$ cat src/rtl/imm_ext_pkg.sv
// Shared types for the immediate-extension pipeline: extension modes and
// buffer occupancy states.
package imm_ext_pkg;

  typedef enum logic [1:0] {
    MODE_SIGN   = 2'd0,
    MODE_ZERO   = 2'd1,
    MODE_UPPER  = 2'd2,
    MODE_BRANCH = 2'd3
  } imm_mode_t;

  typedef enum logic [1:0] {
    OCC_EMPTY = 2'd0,
    OCC_ONE   = 2'd1,
    OCC_FULL  = 2'd2
  } occ_state_t;

  localparam int unsigned SKID_DEPTH = 2;

endpackage

$ cat src/rtl/imm_ext_core.sv
// Combinational immediate extender. BRANCH shift only exists when
// IMM_EXT_BRANCH_EN is defined; otherwise mode 3 falls through to SIGN.
module imm_ext_core
  import imm_ext_pkg::*;
#(
  parameter int unsigned IN_W  = 16,
  parameter int unsigned OUT_W = 32
) (
  input  logic [IN_W-1:0]  data,
  input  imm_mode_t        mode,
  output logic [OUT_W-1:0] ext
);

  logic [OUT_W-1:0] sext;

  always_comb begin
    sext = {{(OUT_W-IN_W){data[IN_W-1]}}, data};
    case (mode)
      MODE_ZERO:   ext = {{(OUT_W-IN_W){1'b0}}, data};
      MODE_UPPER:  ext = {data, {(OUT_W-IN_W){1'b0}}};
`ifdef IMM_EXT_BRANCH_EN
      MODE_BRANCH: ext = {sext[OUT_W-3:0], 2'b00};
`endif
      default:     ext = sext;
    endcase
  end

endmodule

$ cat src/rtl/imm_extend_pipe.sv
// Immediate extender behind a 2-entry skid buffer (main + skid register).
// Optional BRANCH mode enabled by macro IMM_EXT_BRANCH_EN.
module imm_extend_pipe
  import imm_ext_pkg::*;
#(
  parameter int unsigned IN_W  = 16,
  parameter int unsigned OUT_W = 32
) (
  input  logic             clk_i,
  input  logic             rst_i,
  input  logic             flush_i,
  input  logic             valid_i,
  output logic             ready_o,
  input  logic [IN_W-1:0]  data_i,
  input  logic [1:0]       mode_i,
  output logic             valid_o,
  input  logic             ready_i,
  output logic [OUT_W-1:0] data_o,
  output logic [1:0]       occ_o
);

  occ_state_t       state_q, state_d;
  logic [OUT_W-1:0] main_q, main_d;
  logic [OUT_W-1:0] skid_q, skid_d;
  logic [OUT_W-1:0] ext_w;
  logic             ready_q;
  logic             accept;
  logic             xfer;

  imm_ext_core #(
    .IN_W (IN_W),
    .OUT_W(OUT_W)
  ) u_core (
    .data(data_i),
    .mode(imm_mode_t'(mode_i)),
    .ext (ext_w)
  );

  assign accept  = valid_i && ready_q && !flush_i;
  assign valid_o = (state_q != OCC_EMPTY);
  assign xfer    = valid_o && ready_i;
  assign ready_o = ready_q;
  assign data_o  = main_q;
  assign occ_o   = state_q;

  always_comb begin
    state_d = state_q;
    main_d  = main_q;
    skid_d  = skid_q;
    if (flush_i) begin
      state_d = OCC_EMPTY;
    end else begin
      case (state_q)
        OCC_EMPTY: begin
          if (accept) begin
            main_d  = ext_w;
            state_d = OCC_ONE;
          end
        end
        OCC_ONE: begin
          if (accept && xfer) begin
            main_d = ext_w;
          end else if (accept) begin
            skid_d  = ext_w;
            state_d = OCC_FULL;
          end else if (xfer) begin
            state_d = OCC_EMPTY;
          end
        end
        OCC_FULL: begin
          // ready_o is low here, so only the skid-to-main shift can happen
          if (xfer) begin
            main_d  = skid_q;
            state_d = OCC_ONE;
          end
        end
        default: state_d = OCC_EMPTY;
      endcase
    end
  end

  always_ff @(posedge clk_i) begin
    if (rst_i) begin
      state_q <= OCC_EMPTY;
      main_q  <= '0;
      skid_q  <= '0;
      ready_q <= 1'b1;
    end else begin
      state_q <= state_d;
      main_q  <= main_d;
      skid_q  <= skid_d;
      ready_q <= (state_d != OCC_FULL);
    end
  end

endmodule

$ cat config.mk
export PLATFORM = sky130hd
export DESIGN_NAME = imm_extend_pipe
export DESIGN_NICKNAME = d
export VERILOG_FILES = /design/src/rtl/imm_ext_pkg.sv /design/src/rtl/imm_ext_core.sv /design/src/rtl/imm_extend_pipe.sv
export SDC_FILE = /design/constraint.sdc
export NUM_CORES = 1
export LEC_CHECK = 0
export BUFFER_PORTS_ARGS = -buffer_cell sky130_fd_sc_hd__buf_2
export CAP_MARGIN = 25
export CORE_ASPECT_RATIO = 1.75
export CORE_MARGIN = 5
export CORE_UTILIZATION = 54
export DETAILED_ROUTE_END_ITERATION = 10
export GPL_ROUTABILITY_DRIVEN = 0
export MAX_ROUTING_LAYER = met4
export PLACE_DENSITY_LB_ADDON = 0.25
export RECOVER_POWER = 50
export SYNTH_ARGS = -nofsm -noshare
export SYNTH_HDL_FRONTEND = slang
export SYNTH_SLANG_ARGS = --single-unit
$ cat constraint.sdc
create_clock -name clk_i -period 2.2 [get_ports clk_i]
set_clock_uncertainty 0.05 [all_clocks]
set_input_delay 0.22 -clock clk_i [delete_from_list [all_inputs] [get_ports clk_i]]
set_output_delay 0.22 -clock clk_i [all_outputs]
set_load 0.05 [all_outputs]
# --- Word-level counts from Yosys, hierarchy flattened ---
# Cells that the tools add are included.
op_classes:
  eq_ne: 8
  n_mux: 12
  n_bitwise: 2
  reduce_logical: 10
op_table:
  columns: ["operator", "count"]
  rows:
  - ["two-way mux 32 bit", 3]
  - ["case mux 32 bit (3 select lines)", 1]
  - ["case mux 32 bit (2 select lines)", 1]
  - ["two-way mux 2 bit", 6]
  - ["inequality test 2 bit (second input constant)", 4]
  - ["case mux 2 bit (3 select lines)", 1]
  - ["AND reduction 5 bit", 1]
  - ["equality test 2 x 1 -> 1 bit (second input constant)", 2]
  - ["equality test 2 bit (second input constant)", 2]
  - ["logical AND 1 bit", 4]
  - ["AND reduction 4 bit", 1]
  - ["nonzero test 3 bit", 1]
  - ["logical NOT 2 bit", 1]
  - ["NOT 1 bit", 2]
  - ["nonzero test 2 bit", 1]
  - ["logical NOT 1 bit", 1]
totals:
  regBits: 67
  in_bits: 23
  out_inout_bits: 36
  elab_cells: 36

# --- Depth between registers and ports, before layout ---
# Gate-level depths: netlist of the first run.
logic_depth:
  depth_word: 8
  ltp_mapped: 8
  depth_no_buf: 6

# --- By module ---
# A second synthesis of the first run with hierarchy kept.
hier_totals:
  hier_cells: 344
  hier_area_um2: 3143.0
modules_own_cells:
  columns: ["module", "n_inst", "cells_per_inst", "area_per_inst_um2", "seq_area_each_um2"]
  rows:
  - ["imm_extend_pipe", 1, 301, 2821.5, 1341.3]
  - ["imm_ext_core", 1, 43, 321.6, 0.0]

# --- Worst setup path after synthesis of the first run ---
# OpenSTA, ideal clock, no wires.
synth_timing:
  kind: "register to register"
  start: "register ready_q (netlist: ready_o)"
  end: "register main_q[22] (netlist: data_o[22])"
  setup_ps: 70
  arrival_ps: 1764
  t_required_ps: 2080
  slack_ps: 316
  path_stages_with_launch: 7
  n_path_buf: 2
  synth_period_minus_slack_ps: 1884
  path_cell_list: "dfxtp_1 > nand2_1 > o41a_1 > buf_6 > buf_6 > a211o_1 > a21oi_1"
synth_via:
  elab_chain_cells: 5
  word_cells_on_any_way: 6
  cone_classes: "eq/ne: 2; reduce/logical: 4"
synth_lines:
  columns: ["element", "line_no", "text"]
  rows:
  - ["start, declared", "imm_extend_pipe.sv:26", "logic ready_q;"]
  - ["start signal, assigned", "imm_extend_pipe.sv:92", "ready_q <= (state_d != OCC_FULL);"]
  - ["logical AND 1 bit * (2 in series)", "imm_extend_pipe.sv:39", "assign accept = valid_i && ready_q && !flush_i;"]
  - ["logical AND 1 bit", "imm_extend_pipe.sv:61", "if (accept && xfer) begin"]
  - ["inequality test 2 bit (no line)", null, null]
  - ["AND reduction 5 bit (no line) *", null, null]
  - ["end signal, assigned", "imm_extend_pipe.sv:90", "main_q <= main_d;"]
  - ["end, declared", "imm_extend_pipe.sv:23", "logic [OUT_W-1:0] main_q, main_d;"]
# Every way passes the cells marked *; elsewhere a longest branch is shown, timed or not.
# A chain may end at the register's enable or synchronous reset.

# --- Worst setup path in the final report of the first run ---
layout_timing:
  start: "register state_q[0] (netlist: occ_o[0])"
  end: "register main_q[19] (netlist: data_o[19])"
layout_via:
  elab_chain_cells: 5
  word_cells_on_any_way: 12
  cone_classes: "eq/ne: 5; mux: 1; reduce/logical: 6"
layout_lines:
  columns: ["element", "line_no", "text"]
  rows:
  - ["start, declared", "imm_extend_pipe.sv:22", "occ_state_t state_q, state_d;"]
  - ["start signal, assigned", "imm_extend_pipe.sv:89", "state_q <= state_d;"]
  - ["nonzero test 2 bit", "imm_extend_pipe.sv:40", "assign valid_o = (state_q != OCC_EMPTY);"]
  - ["logical AND 1 bit", "imm_extend_pipe.sv:41", "assign xfer = valid_o && ready_i;"]
  - ["logical AND 1 bit", "imm_extend_pipe.sv:61", null]
  - ["inequality test 2 bit (no line)", null, null]
  - ["AND reduction 5 bit (no line)", null, null]
# Parallel ways exist; a longest one is shown, timed or not.

==> flow_summary.ini, run 1 <==
[run_status]
status = completed

[clock_network]
cts_max_level = 3
path_clk_slew_ps = 70
clock_network_latency_to_the_later_pin_of_the_worst_skew_pair_ps = 340
cts-hold-fix-buffers = 0
clock-root-buffer = sky130_fd_sc_hd__clkbuf_8
post-cts-setup-buffers = 0
cts_tree = built
clock_tree.buffer_depth = 2
tritoncts_num_sinks = 67
post_cts_resize_count = 0
cts_buffers = 9

[timing]
post_route_setup_tns_ps = 0
final_hold_viol_count = 0
worst-slew-pin-transition_ps = 678
finalWorstPathRequiredPeriod_ps = 1790
crit_share_post_route = 0.813
rsz0062_at_grt = false
timing.final.max_slew_violations = 0
setup_ws_ps = 412
timing.max_slew.rel_slack = 0.548
clock.fmax_ghz = 0.559
setup-violations-final = 0

[synthesis]
synth_seq_cells = 67
synth_top_cell_area_share = 0.463
syn_area_per_cell_um2 = 7.94
netlist_area_mm2 = 0.00290
synth_cells = 365
postSynthNetCount = 390
synth_top_flop_cell = sky130_fd_sc_hd__dfxtp_1
synthTopCellsByArea = sky130_fd_sc_hd__dfxtp_1 (46%), sky130_fd_sc_hd__a21oi_1 (11%), sky130_fd_sc_hd__nand2_1 (8.7%)
number_of_flops_mapped_to_enable_cells_by_yosys = 0
ranking_of_synthesized_cells_by_instance_count = sky130_fd_sc_hd__dfxtp_1 (67), sky130_fd_sc_hd__nand2_1 (67), sky130_fd_sc_hd__a21oi_1 (64), sky130_fd_sc_hd__nand3_1 (32), sky130_fd_sc_hd__nor2_1 (30)
ys_seq_area_frac = 0.463
synthArstFlopShare = 0
synthesis.yosys.warnings = 0
cell_variety_after_synth = 27
synth_top_cell_by_area = sky130_fd_sc_hd__dfxtp_1

[route]
detail_route.iter0.violations = 244
ant_nets = 0
drt_pre_antenna_iters = 4
route.vias.total = 2688
routed_via_density = 5.74
wl_per_cell_um = 15.3
drt_drc_violations_left = 0
routed_wirelength_um = 7140

[layout]
final_layout_size_suffix_gt1_frac = 0.114
seqCellArea_mm2 = 0.00134
area_occupied_by_multi_input_gates_mm2 = 0.00138
final_nets = 433
post-route-util = 0.630
n_fill_cell = 507
antenna_fix_cells = 0
non_filler_instances = 468
syn2layout_area_growth_pct = 14.2

[hold_path]
path_category_of_the_worst_min_delay_check = in2reg

[power_and_ir_drop]
p_total_uw = 2510
leakage_dissipation_uw = 0.00120
ir_worst_vdd_uv = 481
power.density_mw_per_mm2 = 759

[global_route]
global_route_wire_length_before_repair_um = 11900
grt_overflow = 0
grt_pass1_vias = 2513
antenna_found_initial = 0
grt_start_max_net_pins = 65
grt_usage = 0.224

[worst_setup_path]
data_arrival_time_of_the_critical_path_ps = 2010
critical_path_rt_ps = 2420
worst-path-max-fanout = 64
crit_path_start_kind = flip-flop
crit_path_kind = reg2reg
worstSetupEndpointType = flip-flop

[die]
num_io_pins = 59
core_region_area_mm2 = 0.00526
die_area_mm2 = 0.00699
floorplan.initialDensity = 0.551
die_height_um = 107
die_width_um = 65.4
fp-row-count = 35

[placed_design]
port_buffers = 58
hpwlAfterDp_um = 4720
dp_worst_setup_slack_ps = 386
post-place-cells = 452

[flow_run]
max_cap_viol_count = 0
## worst max-delay path, cell delays in order, from the launching register on
cell	delay, ps
sky130_fd_sc_hd__dfxtp_1	360
sky130_fd_sc_hd__nor2b_1	170
sky130_fd_sc_hd__o41a_2	360
sky130_fd_sc_hd__buf_4	320
sky130_fd_sc_hd__a211o_1	300
sky130_fd_sc_hd__a21oi_1	140
## routing by layer
layer	vias to the layer above	part of all wire	track usage
met1	1262	0.43	0.280
met3	15	0.041	0.0377
li1	1348	-	-
met5	-	0	-
met4	0	0.026	0.110
met2	63	0.50	0.350
## flip-flops by register name, indices dropped and copies added (netlist names)
signal / flops
ready_o: 1
occ_o: 2
skid_q: 32
data_o: 32
## final cells by class
| cell class | count | area share |
|---|---|---|
| Sequential cell | 67 | 0.405 |
| Clock inverter | 2 | 0.00302 |
| Timing Repair Buffer | 67 | 0.102 |
| Multi-Input combinational cell | 260 | 0.416 |
| Clock buffer | 14 | 0.0491 |
| Tap cell | 55 | 0.0208 |
| Inverter | 3 | 0.00340 |
## report_power, final
part / internal (µW) / switching, µW
sequential: 1240 / 16.9
clock: 469 / 443
combinational: 90.5 / 250
total: 1800 / 710
## cell families (layout without fill, tap and decap cells)
| group | Yosys count | after routing | share of synthesized area |
|---|---|---|---|
| AO/OA/AOI/OAI | 116 | 116 | 0.255 |
| XOR/XNOR | 1 | 1 | 0.00302 |
| adder cells (fa/ha/maj) | 2 | 2 | 0.00863 |
| buffers and inverters | 38 | 86 | 0.0622 |
| flip-flops | 67 | 67 | 0.463 |
| AND/OR/NAND/NOR | 141 | 141 | 0.209 |
## placed cells by master (no fill, tap or decap)
| cell | instances |
|---|---|
| sky130_fd_sc_hd__a2111o_1 | 1 |
| sky130_fd_sc_hd__a211o_1 | 15 |
| sky130_fd_sc_hd__a211oi_1 | 15 |
| sky130_fd_sc_hd__a21o_1 | 17 |
| sky130_fd_sc_hd__a21oi_1 | 64 |
| sky130_fd_sc_hd__a2bb2oi_1 | 1 |
| sky130_fd_sc_hd__and2_1 | 1 |
| sky130_fd_sc_hd__buf_12 | 2 |
| sky130_fd_sc_hd__buf_2 | 22 |
| sky130_fd_sc_hd__buf_4 | 7 |
| sky130_fd_sc_hd__clkbuf_1 | 39 |
| sky130_fd_sc_hd__clkbuf_8 | 11 |
| sky130_fd_sc_hd__clkinv_2 | 2 |
| sky130_fd_sc_hd__dfxtp_1 | 67 |
| sky130_fd_sc_hd__ha_1 | 2 |
| sky130_fd_sc_hd__inv_1 | 3 |
| sky130_fd_sc_hd__nand2_1 | 67 |
| sky130_fd_sc_hd__nand2b_1 | 1 |
| sky130_fd_sc_hd__nand3_1 | 32 |
| sky130_fd_sc_hd__nand4b_1 | 1 |
| sky130_fd_sc_hd__nand4bb_1 | 1 |
| sky130_fd_sc_hd__nor2_1 | 30 |
| sky130_fd_sc_hd__nor2b_1 | 3 |
| sky130_fd_sc_hd__nor3_1 | 2 |
| sky130_fd_sc_hd__o211ai_1 | 2 |
| sky130_fd_sc_hd__o41a_2 | 1 |
| sky130_fd_sc_hd__or2_2 | 2 |
| sky130_fd_sc_hd__or3_1 | 1 |
| sky130_fd_sc_hd__xor2_1 | 1 |
## through the flow
stage | area, µm² | hold WS [ps]
6_report | 3310 | 68.1
3_5_place_dp | 3190 | 390
3_3_place_gp | 3190 | 387
5_1_grt | 3310 | 67.1
2_1_floorplan | 2900 | 249
4_1_cts | 3360 | 66.6
## worst paths after layout
kind | cells after the start | end | start | slack [ps]
min reg2reg | 2 | data_o[27] | data_o[27] | 400
min | 2 | occ_o[0] | flush_i | 70
max | 5 | data_o[19] | occ_o[0] | 410
max reg2reg | 5 | data_o[19] | occ_o[0] | 410
(Power assumes the default switching activity.)
==> run 2: changes to the inputs <==
Clock period 2.2 ns to 1.8 ns, I/O delays scaled along.
==> run 2 against run 1 <==
Against the previous run:
- first-iteration DRC count down 3.3%
- register-to-register slack worse by 280 ps
- fmax up 6.9%
- non-clock buffer count rose by 1
- via count grew 1.7%
- hold slack got worse by 45 ps
- power rose by 31%
- clock power up 46%
- flip-flop and latch count unchanged
- setup slack worse by 280 ps
- utilization up 1.4 points
- cell count is 0.21% higher
- largest cell class unchanged
==> flow_summary.ini, run 2 (same netlist as run 1, synthesis figures left out) <==
[route]
drt_pre_antenna_iters = 4
route.vias.total = 2734
top_layer = met4
routed_via_density = 5.83
routed-wl-met3_um = 326
wl_per_cell_um = 15.3
m1WireLength_um = 3040
ant_nets = 0
detail_route.iter0.violations = 236
routed_wirelength_um = 7190
met2_length_um = 3600
drt_drc_violations_left = 0

[worst_setup_path]
crit_path_kind = reg2reg
critPathLaunch = occ_o[1]
crit_path_start_kind = flip-flop
r2r-start = occ_o[1]
critical_path_rt_ps = 1980
worst-path-max-fanout = 17
worst_path_largest_cell_delay_ps = 380
sequence_of_cells_on_the_critical_path = nand4b_1 > or3_1 > clkbuf_2 > nand2_1 > a21oi_1
data_arrival_time_of_the_critical_path_ps = 1860
crit_path_top_delay_cell = sky130_fd_sc_hd__dfxtp_1
worstSetupEndpointType = flip-flop

[run_status]
status = completed

[timing]
rsz0062_at_grt = false
finalWorstPathRequiredPeriod_ps = 1670
clock.fmax_ghz = 0.598
timing.final.max_slew_violations = 0
worst-slew-pin-transition_ps = 613
post_route_setup_tns_ps = 0
crit_share_post_route = 0.929
timing.max_slew.rel_slack = 0.593
final_hold_viol_count = 0
setup-violations-final = 0
hold_ws_ps = 23.6

[power_and_ir_drop]
clock_power_share = 0.403
power_report.internal_total_uw = 2390
pwr-share-seq = 0.468
power.switching_fraction = 0.275
power.net_switching_uw = 905
ir_worst_vdd_uv = 646
share_comb_of_total_power = 0.129
leakage_dissipation_uw = 0.00124
power.density_mw_per_mm2 = 972

[layout]
seqCellArea_mm2 = 0.00134
final_nets = 434
antenna_fix_cells = 0
most_frequent_cells_in_the_layout = sky130_fd_sc_hd__nand2_1 (67), sky130_fd_sc_hd__dfxtp_1 (66), sky130_fd_sc_hd__a21oi_1 (64)
area_occupied_by_multi_input_gates_mm2 = 0.00138
final_layout_size_suffix_gt1_frac = 0.130
layout.cells.most_common = sky130_fd_sc_hd__nand2_1
syn2layout_area_growth_pct = 16.8
n_fill_cell = 519

[die]
floorplan.initialDensity = 0.551
fp-row-count = 35
die_area_mm2 = 0.00699
die_height_um = 107
num_io_pins = 59
core_region_area_mm2 = 0.00526
die_width_um = 65.4

[clock_network]
path_clk_slew_ps = 70
clock-root-buffer = sky130_fd_sc_hd__clkbuf_8
cts-hold-fix-buffers = 0
cts_buffers = 9
tritoncts_num_sinks = 67
post_cts_resize_count = 0
clock_tree.buffer_depth = 2
clock_network_latency_to_the_later_pin_of_the_worst_skew_pair_ps = 350
cts_max_level = 3
cts_tree = built
post-cts-setup-buffers = 0

[global_route]
grt_usage = 0.226
grt_overflow = 0
grt_pass1_vias = 2504
global_route_wire_length_before_repair_um = 12100
grt_start_max_net_pins = 49
antenna_found_initial = 0

[placed_design]
port_buffers = 58
hpwlAfterDp_um = 4780

[hold_path]
path_category_of_the_worst_min_delay_check = in2reg
hold_path.startpoint = flush_i

[flow_run]
max_cap_viol_count = 0
-- run 2: cell count changes in the layout (fill, tap and decap cells not counted), moves of 2 or more --
cell                       previous run  this run
sky130_fd_sc_hd__clkbuf_1            39        35
sky130_fd_sc_hd__buf_4                7         4
sky130_fd_sc_hd__buf_12               2         4
sky130_fd_sc_hd__clkbuf_2             0         2
-- run 2: cell type report --
class	instances	area share
multi-input cells	260	0.409
flip-flops and latches	67	0.397
repair buffers	68	0.108
clock buffers	12	0.0488
well taps	55	0.0203
clock inverters	4	0.0140
inverters	3	0.00333
-- run 2: metal layers --
metal,up-vias,global-route usage
met5,-,-
met4,0,0.108
met3,21,0.0461
met2,79,0.358
met1,1284,0.274
li1,1350,-
-- run 2: path summary, 6_finish.rpt --
path / to / slack [ps] / cells after the start
worst max-delay path: skid_q[31] / 130 / 5
worst min-delay path: occ_o[0] / 20 / 2
worst max register to register: skid_q[31] / 130 / 5
worst min register to register: data_o[31] / 400 / 2
-- run 2: worst max-delay path: cells and delay by family, from the launching register on --
| family | cells | cell delay [ps] |
|---|---|---|
| AOI/OAI and AO/OA | 1 | 70 |
| DFF | 1 | 380 |
| and+or+nand+nor | 3 | 780 |
| buffers and inverters | 1 | 280 |
-- run 2: power by group through the flow --
stage / combinational (µW) / sequential (µW) / clock (µW)
final: 424 / 1540 / 1330
after global routing: 464 / 1540 / 1400
after detailed placement: 433 / 1570 / 0
after global placement: 430 / 1570 / 0
after floorplan: 202 / 1680 / 0
after CTS: 435 / 1540 / 1340
-- run 2: per-stage QoR --
stage | cells | power, µW | instance area (µm²) | worst slack [ps] | utilization
after floorplan | 365 | 1880 | 2900 | 24.1 | -
after global placement | 453 | 2000 | 3220 | 73.0 | 0.613
after detailed placement | 453 | 2010 | 3220 | 63.7 | 0.613
after CTS | 469 | 3310 | 3430 | 166 | 0.654
after global routing | 469 | 3410 | 3380 | 41.3 | 0.644
final | 469 | 3290 | 3380 | 127 | 0.644
